## src/rtl/note_lane_scheduler.sv

```systemverilog
// note_lane_scheduler
//   Redraws the 10-slot note lane once per frame_tick. The red/yellow note
//   sequences are snapshotted on the accepted tick, then slots are walked in
//   order; each slot whose colour differs from what was last drawn there is
//   painted as a 4x4 square of pixels streamed to the VGA adapter. A done
//   pulse tells the game logic the note shifters may advance.
//
// Ports
//   clk         system clock
//   reset       synchronous, active-high reset
//   frame_tick  one-cycle redraw request (ignored and flagged while busy)
//   red_seq     bit i set = red note in slot i (red wins over yellow)
//   yellow_seq  bit i set = yellow note in slot i
//   x, y        registered pixel coordinates
//   colour      registered pixel colour (BLACK 000, RED 100, YELLOW 110)
//   plot        registered pixel write enable
//   busy        high while a frame redraw is in progress
//   done        one-cycle pulse when a frame redraw completes
//   overrun     sticky flag: a frame_tick arrived while busy
module note_lane_scheduler #(
    parameter int NUM_SLOTS  = 10,
    parameter int X_BASE     = 10,
    parameter int SLOT_PITCH = 10,
    parameter int Y_BASE     = 112
) (
    input  logic                 clk,
    input  logic                 reset,
    input  logic                 frame_tick,
    input  logic [NUM_SLOTS-1:0] red_seq,
    input  logic [NUM_SLOTS-1:0] yellow_seq,
    output logic [7:0]           x,
    output logic [6:0]           y,
    output logic [2:0]           colour,
    output logic                 plot,
    output logic                 busy,
    output logic                 done,
    output logic                 overrun
);

    localparam logic [2:0] BLACK     = 3'b000;
    localparam logic [2:0] RED       = 3'b100;
    localparam logic [2:0] YELLOW    = 3'b110;
    localparam logic [3:0] LAST_SLOT = 4'(NUM_SLOTS - 1);

    typedef enum logic [1:0] {
        S_IDLE,
        S_EVAL,
        S_DRAW,
        S_DONE
    } state_t;

    state_t               state_q, state_d;
    logic [3:0]           slot_q, slot_d;
    logic [3:0]           pix_q, pix_d;
    logic [NUM_SLOTS-1:0] red_snap_q, red_snap_d;
    logic [NUM_SLOTS-1:0] yellow_snap_q, yellow_snap_d;
    logic [2:0]           lat_colour_q, lat_colour_d;
    logic                 first_frame_q, first_frame_d;
    logic [2:0]           prev_colour_q [NUM_SLOTS];
    logic [2:0]           prev_colour_d [NUM_SLOTS];

    logic [7:0]           x_q, x_d;
    logic [6:0]           y_q, y_d;
    logic [2:0]           colour_q, colour_d;
    logic                 plot_q, plot_d;
    logic                 busy_q, busy_d;
    logic                 done_q, done_d;
    logic                 overrun_q, overrun_d;

    logic [2:0]           slot_colour;
    logic [7:0]           x_calc;
    logic [6:0]           y_calc;

    // Colour of the slot currently being evaluated, from the snapshot.
    always_comb begin
        slot_colour = BLACK;
        if (red_snap_q[slot_q]) begin
            slot_colour = RED;
        end else if (yellow_snap_q[slot_q]) begin
            slot_colour = YELLOW;
        end
    end

    // Pixel address inside the square; x wraps modulo 256 by construction.
    assign x_calc = 8'(X_BASE) + 8'(slot_q) * 8'(SLOT_PITCH) + {6'd0, pix_q[1:0]};
    assign y_calc = 7'(Y_BASE) + {5'd0, pix_q[3:2]};

    always_comb begin
        state_d       = state_q;
        slot_d        = slot_q;
        pix_d         = pix_q;
        red_snap_d    = red_snap_q;
        yellow_snap_d = yellow_snap_q;
        lat_colour_d  = lat_colour_q;
        first_frame_d = first_frame_q;
        prev_colour_d = prev_colour_q;
        x_d           = x_q;
        y_d           = y_q;
        colour_d      = colour_q;

        // Output registers trail the state register by one cycle.
        plot_d    = (state_q == S_DRAW);
        done_d    = (state_q == S_DONE);
        overrun_d = overrun_q | (frame_tick & (state_q != S_IDLE));

        case (state_q)
            S_IDLE: begin
                if (frame_tick) begin
                    red_snap_d    = red_seq;
                    yellow_snap_d = yellow_seq;
                    slot_d        = 4'd0;
                    state_d       = S_EVAL;
                end
            end
            S_EVAL: begin
                if (first_frame_q || (slot_colour != prev_colour_q[slot_q])) begin
                    lat_colour_d = slot_colour;
                    pix_d        = 4'd0;
                    state_d      = S_DRAW;
                end else if (slot_q == LAST_SLOT) begin
                    state_d = S_DONE;
                end else begin
                    slot_d = slot_q + 4'd1;
                end
            end
            S_DRAW: begin
                x_d      = x_calc;
                y_d      = y_calc;
                colour_d = lat_colour_q;
                pix_d    = pix_q + 4'd1;
                if (pix_q == 4'd15) begin
                    // Remember what is now on screen so the next frame can skip it.
                    prev_colour_d[slot_q] = lat_colour_q;
                    if (slot_q == LAST_SLOT) begin
                        state_d = S_DONE;
                    end else begin
                        slot_d  = slot_q + 4'd1;
                        state_d = S_EVAL;
                    end
                end
            end
            S_DONE: begin
                first_frame_d = 1'b0;
                state_d       = S_IDLE;
            end
            default: begin
                state_d = S_IDLE;
            end
        endcase

        busy_d = (state_d != S_IDLE);
    end

    always_ff @(posedge clk) begin
        if (reset) begin
            state_q       <= S_IDLE;
            slot_q        <= 4'd0;
            pix_q         <= 4'd0;
            red_snap_q    <= '0;
            yellow_snap_q <= '0;
            lat_colour_q  <= BLACK;
            first_frame_q <= 1'b1;
            x_q           <= 8'd0;
            y_q           <= 7'd0;
            colour_q      <= BLACK;
            plot_q        <= 1'b0;
            busy_q        <= 1'b0;
            done_q        <= 1'b0;
            overrun_q     <= 1'b0;
        end else begin
            state_q       <= state_d;
            slot_q        <= slot_d;
            pix_q         <= pix_d;
            red_snap_q    <= red_snap_d;
            yellow_snap_q <= yellow_snap_d;
            lat_colour_q  <= lat_colour_d;
            first_frame_q <= first_frame_d;
            x_q           <= x_d;
            y_q           <= y_d;
            colour_q      <= colour_d;
            plot_q        <= plot_d;
            busy_q        <= busy_d;
            done_q        <= done_d;
            overrun_q     <= overrun_d;
        end
    end

    // Per-slot record of the colour currently displayed.
    generate
        for (genvar gi = 0; gi < NUM_SLOTS; gi++) begin : g_prev
            always_ff @(posedge clk) begin
                if (reset) begin
                    prev_colour_q[gi] <= BLACK;
                end else begin
                    prev_colour_q[gi] <= prev_colour_d[gi];
                end
            end
        end
    endgenerate

    assign x       = x_q;
    assign y       = y_q;
    assign colour  = colour_q;
    assign plot    = plot_q;
    assign busy    = busy_q;
    assign done    = done_q;
    assign overrun = overrun_q;

endmodule

```

## config.mk

```make
export PLATFORM = sky130hd
export DESIGN_NAME = note_lane_scheduler
export DESIGN_NICKNAME = d
export VERILOG_FILES = /design/src/rtl/note_lane_scheduler.sv
export SDC_FILE = /design/constraint.sdc
export NUM_CORES = 1
export LEC_CHECK = 0
export CELL_PAD_IN_SITES_DETAIL_PLACEMENT = 2
export CELL_PAD_IN_SITES_GLOBAL_PLACEMENT = 2
export CORE_ASPECT_RATIO = 1.1
export CORE_MARGIN = 2
export CORE_UTILIZATION = 30
export DETAILED_ROUTE_END_ITERATION = 6
export GPL_ROUTABILITY_DRIVEN = 0
export PLACE_DENSITY = 0.8
export RECOVER_POWER = 25
export SYNTH_ARGS = -nofsm -noshare
export SYNTH_HDL_FRONTEND = slang
export SYNTH_SLANG_ARGS = --single-unit
```

## constraint.sdc

```tcl
create_clock -name clk -period 3 [get_ports clk]
set_clock_uncertainty 0.15 [all_clocks]
set_input_delay 0.45 -clock clk [delete_from_list [all_inputs] [get_ports clk]]
set_output_delay 0.45 -clock clk [all_outputs]
set_load 0.03 [all_outputs]
```

==> results.ini, run 1 <==
[outcome]
status = finished, violations left
violations = capacitance limit, slew limit

[pwr]
finalPower_mw = 3.487
p_leak_nw = 1.681
ir_drop_mv = 0.2307
powerDensity_nw_per_um2 = 796.5

[synthesis]
syn_avg_cell_area_um2 = 8.506
synth_area_um2 = 3496
yosys_warnings = 0
synth-edff-count = 0
ys_seq_area_share_pct = 40.09
synthArstFlopShare_pct = 0
synth-seq-cells = 70
synthCells = 411
synth-main-ff-cell = dfxtp_1
ys_types = 50

[sta]
fin_crit_ns = 2.886
tightest_slew_ns = 1.703
maxSlewHeadroom_pct = -13.55
finalCritPeriodShare_pct = 96.18
hold_violations = 0
finalSetupViolCount = 0
rsz0062_at_grt = false
slew_violations = 38
max_freq_mhz = 346.6
postLayoutSetupSlackWorst_ns = 0.1145

[die]
fp.dieW_um = 106.9
core-area_um2 = 11440
die_y_um = 117.2
ios = 45
initial_utilization_pct = 30.56
fp-row-count = 41
die_area_um2 = 12530

[routing]
viasPerCell = 5.109
drc = 0
postRouteAntennaNets = 0
post_drt_wl_per_cell_um = 17.22
drt-total-wl_um = 10470
vias = 3106
firstDrtPassIters = 4
drtIter0Drc = 79

[setup_path]
crit_type = reg2reg
startpoint_type = flop
crit_path_max_fanout = 7
crit_path_start = slot_q[0]
r2r-end = state_q[0]
worst_setup_path_end_kind = flop
crit_slowest_cell = or4_4
crit_cells = 7
arrival_ns = 3.02
critPathTopFamily = compound AO/OA/AOI/OAI gates
reg2reg_depth = 7
rrSetupSlack_ns = 0.11
endpoint = state_q[0]
reg2reg_from = slot_q[0]
crit_chain = mux4_2, and2_4, a211o_1, or4_4, a311o_2, o21ai_1, and2_1
cpPeakStageDelay_ns = 0.55
crit_required_ns = 3.13
timing.critical_path.buf_inv = 0

[layout]
fillers = 1247
n_antenna_cell = 0
area_growth_pct = 25.23
final_common_cell = nand2_1
layout_common_cells = nand2_1, dfxtp_1, a21oi_1
final_nets = 495
drive_gt1_share_pct = 9.825

[clock_network]
numCtsBuffers = 9
root_buffer = clkbuf_16
postCtsHoldBufs = 0
htreeDepth = 3
clk_pin_slew_worst_paths_ns = 0.06
numClockSinks = 70
clock_latency_ns = 0.34
cts_tree = yes
clock_path_buffers = 2

[grt]
grt_pass1_vias = 3395
track_usage_pct = 17.69
grt_max_degree = 38
antenna_found_initial = 0
grt_pass1_wl_um = 17110
overflow = 0

[worst_hold_path]
hold_path_class = reg2reg

[placement]
numPortBuffers = 41
dp.final_hpwl_um = 7731
dpl_worst_slack_ns = -0.05550

[run]
drv_cap = 1

cells in the mapped netlist, types with 3 or more instances:
library cell	count	area (um2)
a21oi_1	49	245.2
buf_4	5	37.54
o21ai_0	11	55.05
and2_1	4	25.02
mux4_1	4	105.1
a21o_1	4	30.03
a22oi_1	3	22.52
nand3_1	19	95.09
clkbuf_1	15	56.30
o21a_1	3	22.52
nor2b_1	4	25.02
buf_1	3	11.26
xnor2_1	3	26.28
dfxtp_1	70	1401
nor2_1	37	138.9
mux2i_1	18	180.2
a211oi_1	6	45.04
mux4_2	4	90.09
nand4_1	3	18.77
nand2_1	75	281.5
ha_1	18	225.2
inv_1	19	71.32
sequential cells by signal, summed over array words and instances (netlist names):
name and cells:
prev_colour_q 20, overrun 1, x 8, lat_colour_q 2
first_frame_q 1, pix_q 4, state_q 2, y 3
colour 2, done 1, yellow_snap_q 10, busy 1
red_snap_q 10, plot 1, slot_q 4
through the flow:
step | hold WS (ns) | area, um2 | TNS (ns) | cells | util [%]
2_1_floorplan | 0.2815 | 3506 | 0 | 413 | -
3_3_place_gp | 0.2909 | 4058 | 0 | 590 | 35.47
3_5_place_dp | 0.3100 | 4058 | -0.09474 | 590 | 35.47
4_1_cts | 0.3155 | 4347 | 0 | 606 | 38.00
5_1_grt | 0.3304 | 4378 | 0 | 608 | 38.27
6_report | 0.3159 | 4378 | 0 | 608 | 38.27
per-layer routing:
metal | routed length (um) | GRT usage [%] | vias up
met2 | 5513 | 33.33 | 56
met3 | 310 | 3.599 | 23
met5 | 0 | 0 | -
met1 | 4382 | 19.61 | 1528
met4 | 263 | 6.840 | 0
li1 | - | - | 1499
tightest hold or removal path: cells and delay by family (launching register included):
kind,cells,cell delay (ns)
compound gates,1,0.05
flops,1,0.31
simple gates,1,0.05
logic make-up (layout without fill, tap and decap cells):
family / after synthesis / in the layout / share of synthesized area [%]
and+or+nand+nor: 155 / 155 / 19.40
AOI/OAI and AO/OA: 91 / 91 / 15.93
DFF: 70 / 70 / 40.09
buffers and inverters: 46 / 91 / 5.977
muxes: 26 / 26 / 10.74
adders and majority gates: 19 / 19 / 7.015
xor gates and xnor gates: 3 / 3 / 0.7517
other: 1 / 3 / 0.1073
cell type report:
type / count / area [um2] / share of cell area (%)
multi-input cells: 297 / 1912 / 43.67
flip-flops and latches: 70 / 1405 / 32.09
repair buffers: 56 / 516.7 / 11.80
clock buffers: 10 / 239.0 / 5.459
well taps: 150 / 187.7 / 4.287
inverters: 19 / 71.32 / 1.629
clock inverters: 6 / 46.29 / 1.057
repair_timing:
action | in CTS | in global routing
endpoints found under the setup margin | 2 | 7
pin swaps | 0 | 3
buffers inserted | 0 | 2
gates resized for setup | 3 | 4
worst min-delay path by stage:
stage	slack, ns	endpoint	cells after the start	from
2_1_floorplan	0.28	prev_colour_q[13]	2	prev_colour_q[13]
3_3_place_gp	0.29	yellow_snap_q[0]	2	yellow_snap_q[0]
3_5_place_dp	0.31	red_snap_q[6]	2	red_snap_q[6]
4_1_cts	0.32	x[2]	2	reset
5_1_grt	0.33	prev_colour_q[17]	2	prev_colour_q[17]
6_report	0.32	prev_colour_q[28]	2	prev_colour_q[28]
power by group:
part | switching (mW) | internal (mW) | total, mW
Clock | 0.435 | 0.586 | 1.02
Combinational | 0.749 | 0.527 | 1.28
Sequential | 0.118 | 1.07 | 1.19
No activity file was read; power rests on OpenSTA's default activity.
==> run 2: changes to the inputs <==
Settings changed: ABC_AREA from default to 1, CORE_UTILIZATION 30 to 28, REMOVE_ABC_BUFFERS from default to 1.
==> results.ini, run 2 <==
[setup_path]
arrival_ns = 2.66  ; -0.36 ns
crit_type = reg2reg
endpoint = pix_q[1]
rrSetupSlack_ns = 0.42  ; +0.31 ns
crit_path_start = slot_q[1]
crit_path_max_fanout = 13  ; +6
startpoint_type = flop
reg2reg_from = slot_q[1]
worst_setup_path_end_kind = flop
r2r-end = pix_q[1]
reg2reg_depth = 13  ; +6
crit_required_ns = 3.08  ; -0.05 ns

[synthesis]
synth_area_um2 = 3591  ; +2.7%
synth_top_area_cell = dfxtp_1
synthArstFlopShare_pct = 0  ; unchanged
synth-seq-cells = 70  ; unchanged
synth-edff-count = 0  ; unchanged
yosys_warnings = 0  ; unchanged
synthCells = 516  ; +26%
ys_types = 30  ; -40%
yosys.area_share.simple_pct = 26.03  ; +6.6 points
synth_fa_ha_area_share_pct = 6.829  ; -0.19 points
yosysMostFrequentCell = nand2_1
ys_seq_area_share_pct = 39.02  ; -1.1 points
synthTopCellsByArea = dfxtp_1, nand2_1, nor2_1, o21ai_0, inv_1
synth_top_family_by_area = simple AND/OR/NAND/NOR gates
synth_top_area_share_pct = 39.02  ; -1.1 points
synth-main-ff-cell = dfxtp_1
synth_commonest_cells = nand2_1, nor2_1, dfxtp_1
yosys-mux-area-fraction_pct = 0  ; -11 points
synthXorXnorAreaFrac_pct = 1.463  ; +0.71 points
syn_avg_cell_area_um2 = 6.959  ; -18%
synth_compound_area_share_pct = 15.12  ; -0.81 points

[layout]
utilization_pct = 35.14  ; -3.1 points
area_growth_pct = 23.21
final_area_um2 = 4424  ; +1.1%
multi_input_area_um2 = 1787  ; -6.5%
fillers = 1495  ; +20%
fin_cells = 714  ; +17%
final_nets = 594  ; +20%
final_common_cell = nand2_1
n_antenna_cell = 0  ; unchanged
reg_top3 = prev_colour_q (20), red_snap_q (10), yellow_snap_q (10)
layout_common_cells = nand2_1, nor2_1, dfxtp_1
largest_reg_flops = 20  ; unchanged
seq_area_um2 = 1401  ; -0.27%
largest-register = prev_colour_q
drive_gt1_share_pct = 7.181  ; -2.6 points

[routing]
firstDrtPassIters = 4  ; unchanged
viasPerCell = 4.808  ; -5.9%
drt-total-wl_um = 11020  ; +5.2%
post_drt_wl_per_cell_um = 15.43  ; -10%
drc = 0  ; unchanged
postRouteAntennaNets = 0  ; unchanged
vias = 3433  ; +11%
drtIter0Drc = 116  ; +47%

[placement]
place_area_um2 = 4110  ; +1.3%
dp.final_hpwl_um = 7754  ; +0.29%
dp.cells = 698  ; +18%
numPortBuffers = 41  ; unchanged

[grt]
overflow = 0  ; unchanged
grt_pass1_wl_um = 18790  ; +9.8%
grt_pass1_vias = 3782  ; +11%
track_usage_pct = 17.34  ; -0.35 points
antenna_found_initial = 0  ; unchanged
grt_max_degree = 56  ; +47%

[sta]
slew_violations = 0  ; -100%
maxSlewHeadroom_pct = 32.91  ; +46 points
tightest_slew_ns = 1.006  ; -0.6969 ns
finalCritPeriodShare_pct = 85.85  ; -10 points
tns_ns = 0  ; unchanged
fin_crit_ns = 2.576  ; -0.3099 ns
hold_violations = 0  ; unchanged
rsz0062_at_grt = false
finalSetupViolCount = 0  ; unchanged
max_freq_mhz = 388.3  ; +12%
holdWs_ns = 0.3037  ; -0.01221 ns

[worst_hold_path]
hold_path_class = reg2reg

[pwr]
ir_drop_mv = 0.2259  ; -2.1%
powerDensity_nw_per_um2 = 603.0  ; -24%
p_leak_nw = 1.982  ; +18%

[die]
die_area_um2 = 13750  ; +9.7%
fp.dieW_um = 112.0  ; +4.7%
die_y_um = 122.8  ; +4.7%
initial_utilization_pct = 28.52  ; -2.0 points
fp-row-count = 43  ; +4.9%
ios = 45  ; unchanged
core-area_um2 = 12590  ; +10%

[clock_network]
clk_pin_slew_worst_paths_ns = 0.06  ; about the same
htreeDepth = 3  ; unchanged
cts_setup_buffers = 0  ; unchanged
numClockSinks = 70  ; unchanged
cts_resized = 0  ; -3
numCtsBuffers = 9  ; unchanged
postCtsHoldBufs = 0  ; unchanged
cts_tree = yes
clock_path_buffers = 2  ; unchanged
root_buffer = clkbuf_16
clock_latency_ns = 0.35  ; about the same

[outcome]
status = completed

[run]
drv_cap = 0  ; -1

==> run 2: cell types whose count changed after synthesis, moves of 5 or more <==
cell / delta
nor2_1: +45
a211oi_1: -5
nand2_1: +14
nor3_1: +5
inv_1: +45
a21oi_1: -9
nand3_1: +10
nand2_2: +5
mux2i_1: -18
o21ai_0: +45
==> run 2: cell families after synthesis <==
logic type / Yosys count
AO/OA/AOI/OAI: 105
XOR/XNOR: 6
adder cells (fa/ha/maj): 19
buffers and inverters: 94
flip-flops: 70
other: 1
AND/OR/NAND/NOR: 221
==> run 2: how the worst min path moves through the flow <==
stage	start	to	slack, ns	depth (start not counted)
final	prev_colour_q[10]	prev_colour_q[10]	0.30	2
after global routing	prev_colour_q[10]	prev_colour_q[10]	0.33	2
after CTS	prev_colour_q[10]	prev_colour_q[10]	0.31	2
after detailed placement	prev_colour_q[10]	prev_colour_q[10]	0.30	2
after global placement	prev_colour_q[10]	prev_colour_q[10]	0.29	2
after floorplan	prev_colour_q[10]	prev_colour_q[10]	0.28	2
==> run 2: area by class of cell <==
type	count	area share (%)
Timing Repair Buffer	49	10.49
Tap cell	157	4.440
Sequential cell	70	31.67
Multi-Input combinational cell	354	40.38
Clock buffer	13	6.335
Inverter	68	5.769
Clock inverter	3	0.9050
==> run 2: report_power, final <==
| part | leakage, nW | switching, mW | internal [mW] |
|---|---|---|---|
| logic | 1.25 | 0.305 | 0.169 |
| clock network | 0.162 | 0.419 | 0.732 |
| registers | 0.571 | 0.0510 | 0.992 |
| total | 1.98 | 0.774 | 1.89 |
==> run 2: per-stage QoR <==
| step | total power, mW | worst slack [ns] |
|---|---|---|
| 2_1_floorplan | 1.342 | 0.5828 |
| 3_3_place_gp | 1.524 | 0.5634 |
| 3_5_place_dp | 1.546 | 0.4224 |
| 4_1_cts | 2.710 | 0.4005 |
| 5_1_grt | 2.813 | 0.09166 |
| 6_report | 2.668 | 0.4244 |
==> run 2: critical path, stage by stage, from the launching register on <==
cell	delay (ns)
dfxtp_1	0.56
inv_2	0.22
nand2_1	0.11
nand3_1	0.06
nand2_1	0.08
nand2_1	0.06
nand3_1	0.15
nand2_1	0.10
nand2_1	0.08
nand3_2	0.07
o21bai_2	0.43
nand2_2	0.15
o21ai_1	0.16
nor2_1	0.07
==> run 2: per-layer routing <==
metal / GRT usage [%] / routed length, um
met4: 7.088 / 201
met2: 31.02 / 5449
met1: 20.45 / 5060
met5: 0 / 0
met3: 3.407 / 303
==> run 3: changes to the inputs <==
Settings changed: CELL_PAD_IN_SITES_DETAIL_PLACEMENT 2 to 1, CELL_PAD_IN_SITES_GLOBAL_PLACEMENT 2 to 1, CORE_MARGIN 2 to 3, CORE_UTILIZATION 28 to 36.
==> results.ini, run 3 (synthesized netlist as in run 2, its figures left out) <==
[sta]
max_freq_mhz = 382.9  ; -1.4%
fin_crit_ns = 2.612  ; +0.03637 ns
tns_ns = 0  ; unchanged
hold_violations = 0  ; unchanged
rsz0062_at_grt = false
maxSlewHeadroom_pct = 42.40  ; +9.5 points
finalCritPeriodShare_pct = 87.07  ; +1.2 points
tightest_slew_ns = 0.8639  ; -0.1423 ns
finalSetupViolCount = 0  ; unchanged
slew_violations = 0  ; unchanged

[outcome]
status = completed

[clock_network]
cts_setup_buffers = 0  ; unchanged
cts_tree = yes
htreeDepth = 3  ; unchanged
clock_path_buffers = 2  ; unchanged
numCtsBuffers = 9  ; unchanged
numClockSinks = 70  ; unchanged
root_buffer = clkbuf_8
clk_pin_slew_worst_paths_ns = 0.07  ; about the same
clock_latency_ns = 0.35  ; about the same
postCtsHoldBufs = 0  ; unchanged
cts_resized = 0  ; unchanged

[layout]
largest-register = prev_colour_q
fin_cells = 674  ; -5.6%
final_nets = 594  ; unchanged
largest_reg_flops = 20  ; unchanged
n_antenna_cell = 0  ; unchanged
reg_top3 = prev_colour_q (20), red_snap_q (10), yellow_snap_q (10)
final_area_um2 = 4320  ; -2.3%
layout_common_cells = nand2_1, nor2_1, dfxtp_1
drive_gt1_share_pct = 7.002  ; -0.18 points
area_growth_pct = 20.31
utilization_pct = 45.30  ; +10 points
final_common_cell = nand2_1

[grt]
track_usage_pct = 18.13  ; +0.79 points
grt_pass1_vias = 3577  ; -5.4%
antenna_found_initial = 0  ; unchanged
overflow = 0  ; unchanged
grt_max_degree = 48  ; -14%
grt_pass1_wl_um = 16680  ; -11%

[setup_path]
cpPeakStageDelay_ns = 0.58  ; +0.02 ns
crit_required_ns = 3.09  ; about the same
crit_path_max_fanout = 11  ; -2
crit_chain = inv_1, nor3_1, nand2_1, nand3_1, nand2_1, nand2_1, nand3_2, o21bai_2, nand2_2, o21ai_1, nor2_1
worst_setup_path_end_kind = flop
arrival_ns = 2.70  ; +0.04 ns
startpoint_type = flop
cpMostUsedCell = nand2_1
crit_slowest_cell = dfxtp_1
crit_type = reg2reg

[pwr]
p_leak_nw = 1.948  ; -1.7%
powerDensity_nw_per_um2 = 585.4  ; -2.9%
ir_drop_mv = 0.2865  ; +27%
finalPower_mw = 2.529  ; -5.2%

[routing]
viasPerCell = 5.039  ; +4.8%
vias = 3396  ; -1.1%
drt-total-wl_um = 9791  ; -11%
drtIter0Drc = 148  ; +28%
post_drt_wl_per_cell_um = 14.53  ; -5.8%
drc = 0  ; unchanged
postRouteAntennaNets = 0  ; unchanged
firstDrtPassIters = 4  ; unchanged

[placement]
dp.cells = 658  ; -5.7%
place_area_um2 = 4060  ; -1.2%
numPortBuffers = 41  ; unchanged
dp.final_hpwl_um = 6814  ; -12%

[die]
die_y_um = 110.8  ; -9.8%
fp.dieW_um = 101.2  ; -9.6%
initial_utilization_pct = 37.65  ; +9.1 points
ios = 45  ; unchanged
die_area_um2 = 11210  ; -18%
core-area_um2 = 9537  ; -24%
fp-row-count = 37  ; -14%

[run]
drv_cap = 0  ; unchanged

[worst_hold_path]
hold_path_class = reg2reg

## run 3: cell type report
cell class / instances / area, um2
clock buffers: 10 / 137.6
clock inverters: 6 / 132.6
fillers: 1231 / 5216
inverters: 68 / 255.2
multi-input cells: 354 / 1787
flip-flops and latches: 70 / 1401
well taps: 117 / 146.4
repair buffers: 49 / 460.4
## run 3: final timing paths
path | startpoint | slack (ns) | cells after the start | to
hold reg to reg | prev_colour_q[10] | 0.31 | 2 | prev_colour_q[10]
setup reg to reg | slot_q[3] | 0.39 | 11 | pix_q[1]
setup / recovery | slot_q[3] | 0.39 | 11 | pix_q[1]
hold / removal | prev_colour_q[10] | 0.31 | 2 | prev_colour_q[10]
## run 3: worst max-delay path: cells and delay by family (launching register included)
family                 cells  cell delay (ns)
buffers and inverters      1             0.19
AND/OR/NAND/NOR            8             1.00
AO/OA/AOI/OAI              2             0.58
flip-flops                 1             0.58
## run 3: power by group
| part | switching, mW | internal (mW) | leakage, nW |
|---|---|---|---|
| clock | 0.368 | 0.658 | 0.132 |
| combinational | 0.296 | 0.168 | 1.25 |
| sequential | 0.0492 | 0.991 | 0.571 |
## run 3: routing by layer
metal / up-vias / track usage (%) / share of wire (%)
met5: - / 0 / 0
met4: 0 / 6.294 / 1.6
met3: 14 / 2.706 / 3.4
met2: 64 / 30.45 / 48
met1: 1621 / 23.33 / 47
li1: 1697 / - / -
## run 3: through the flow
step                worst slack [ns]  hold WS, ns
floorplan                     0.5828       0.2756
global placement              0.5745       0.2833
detailed placement            0.4620       0.2965
CTS                           0.3805       0.3103
global route                 0.05959       0.3335
finish                        0.3880       0.3120
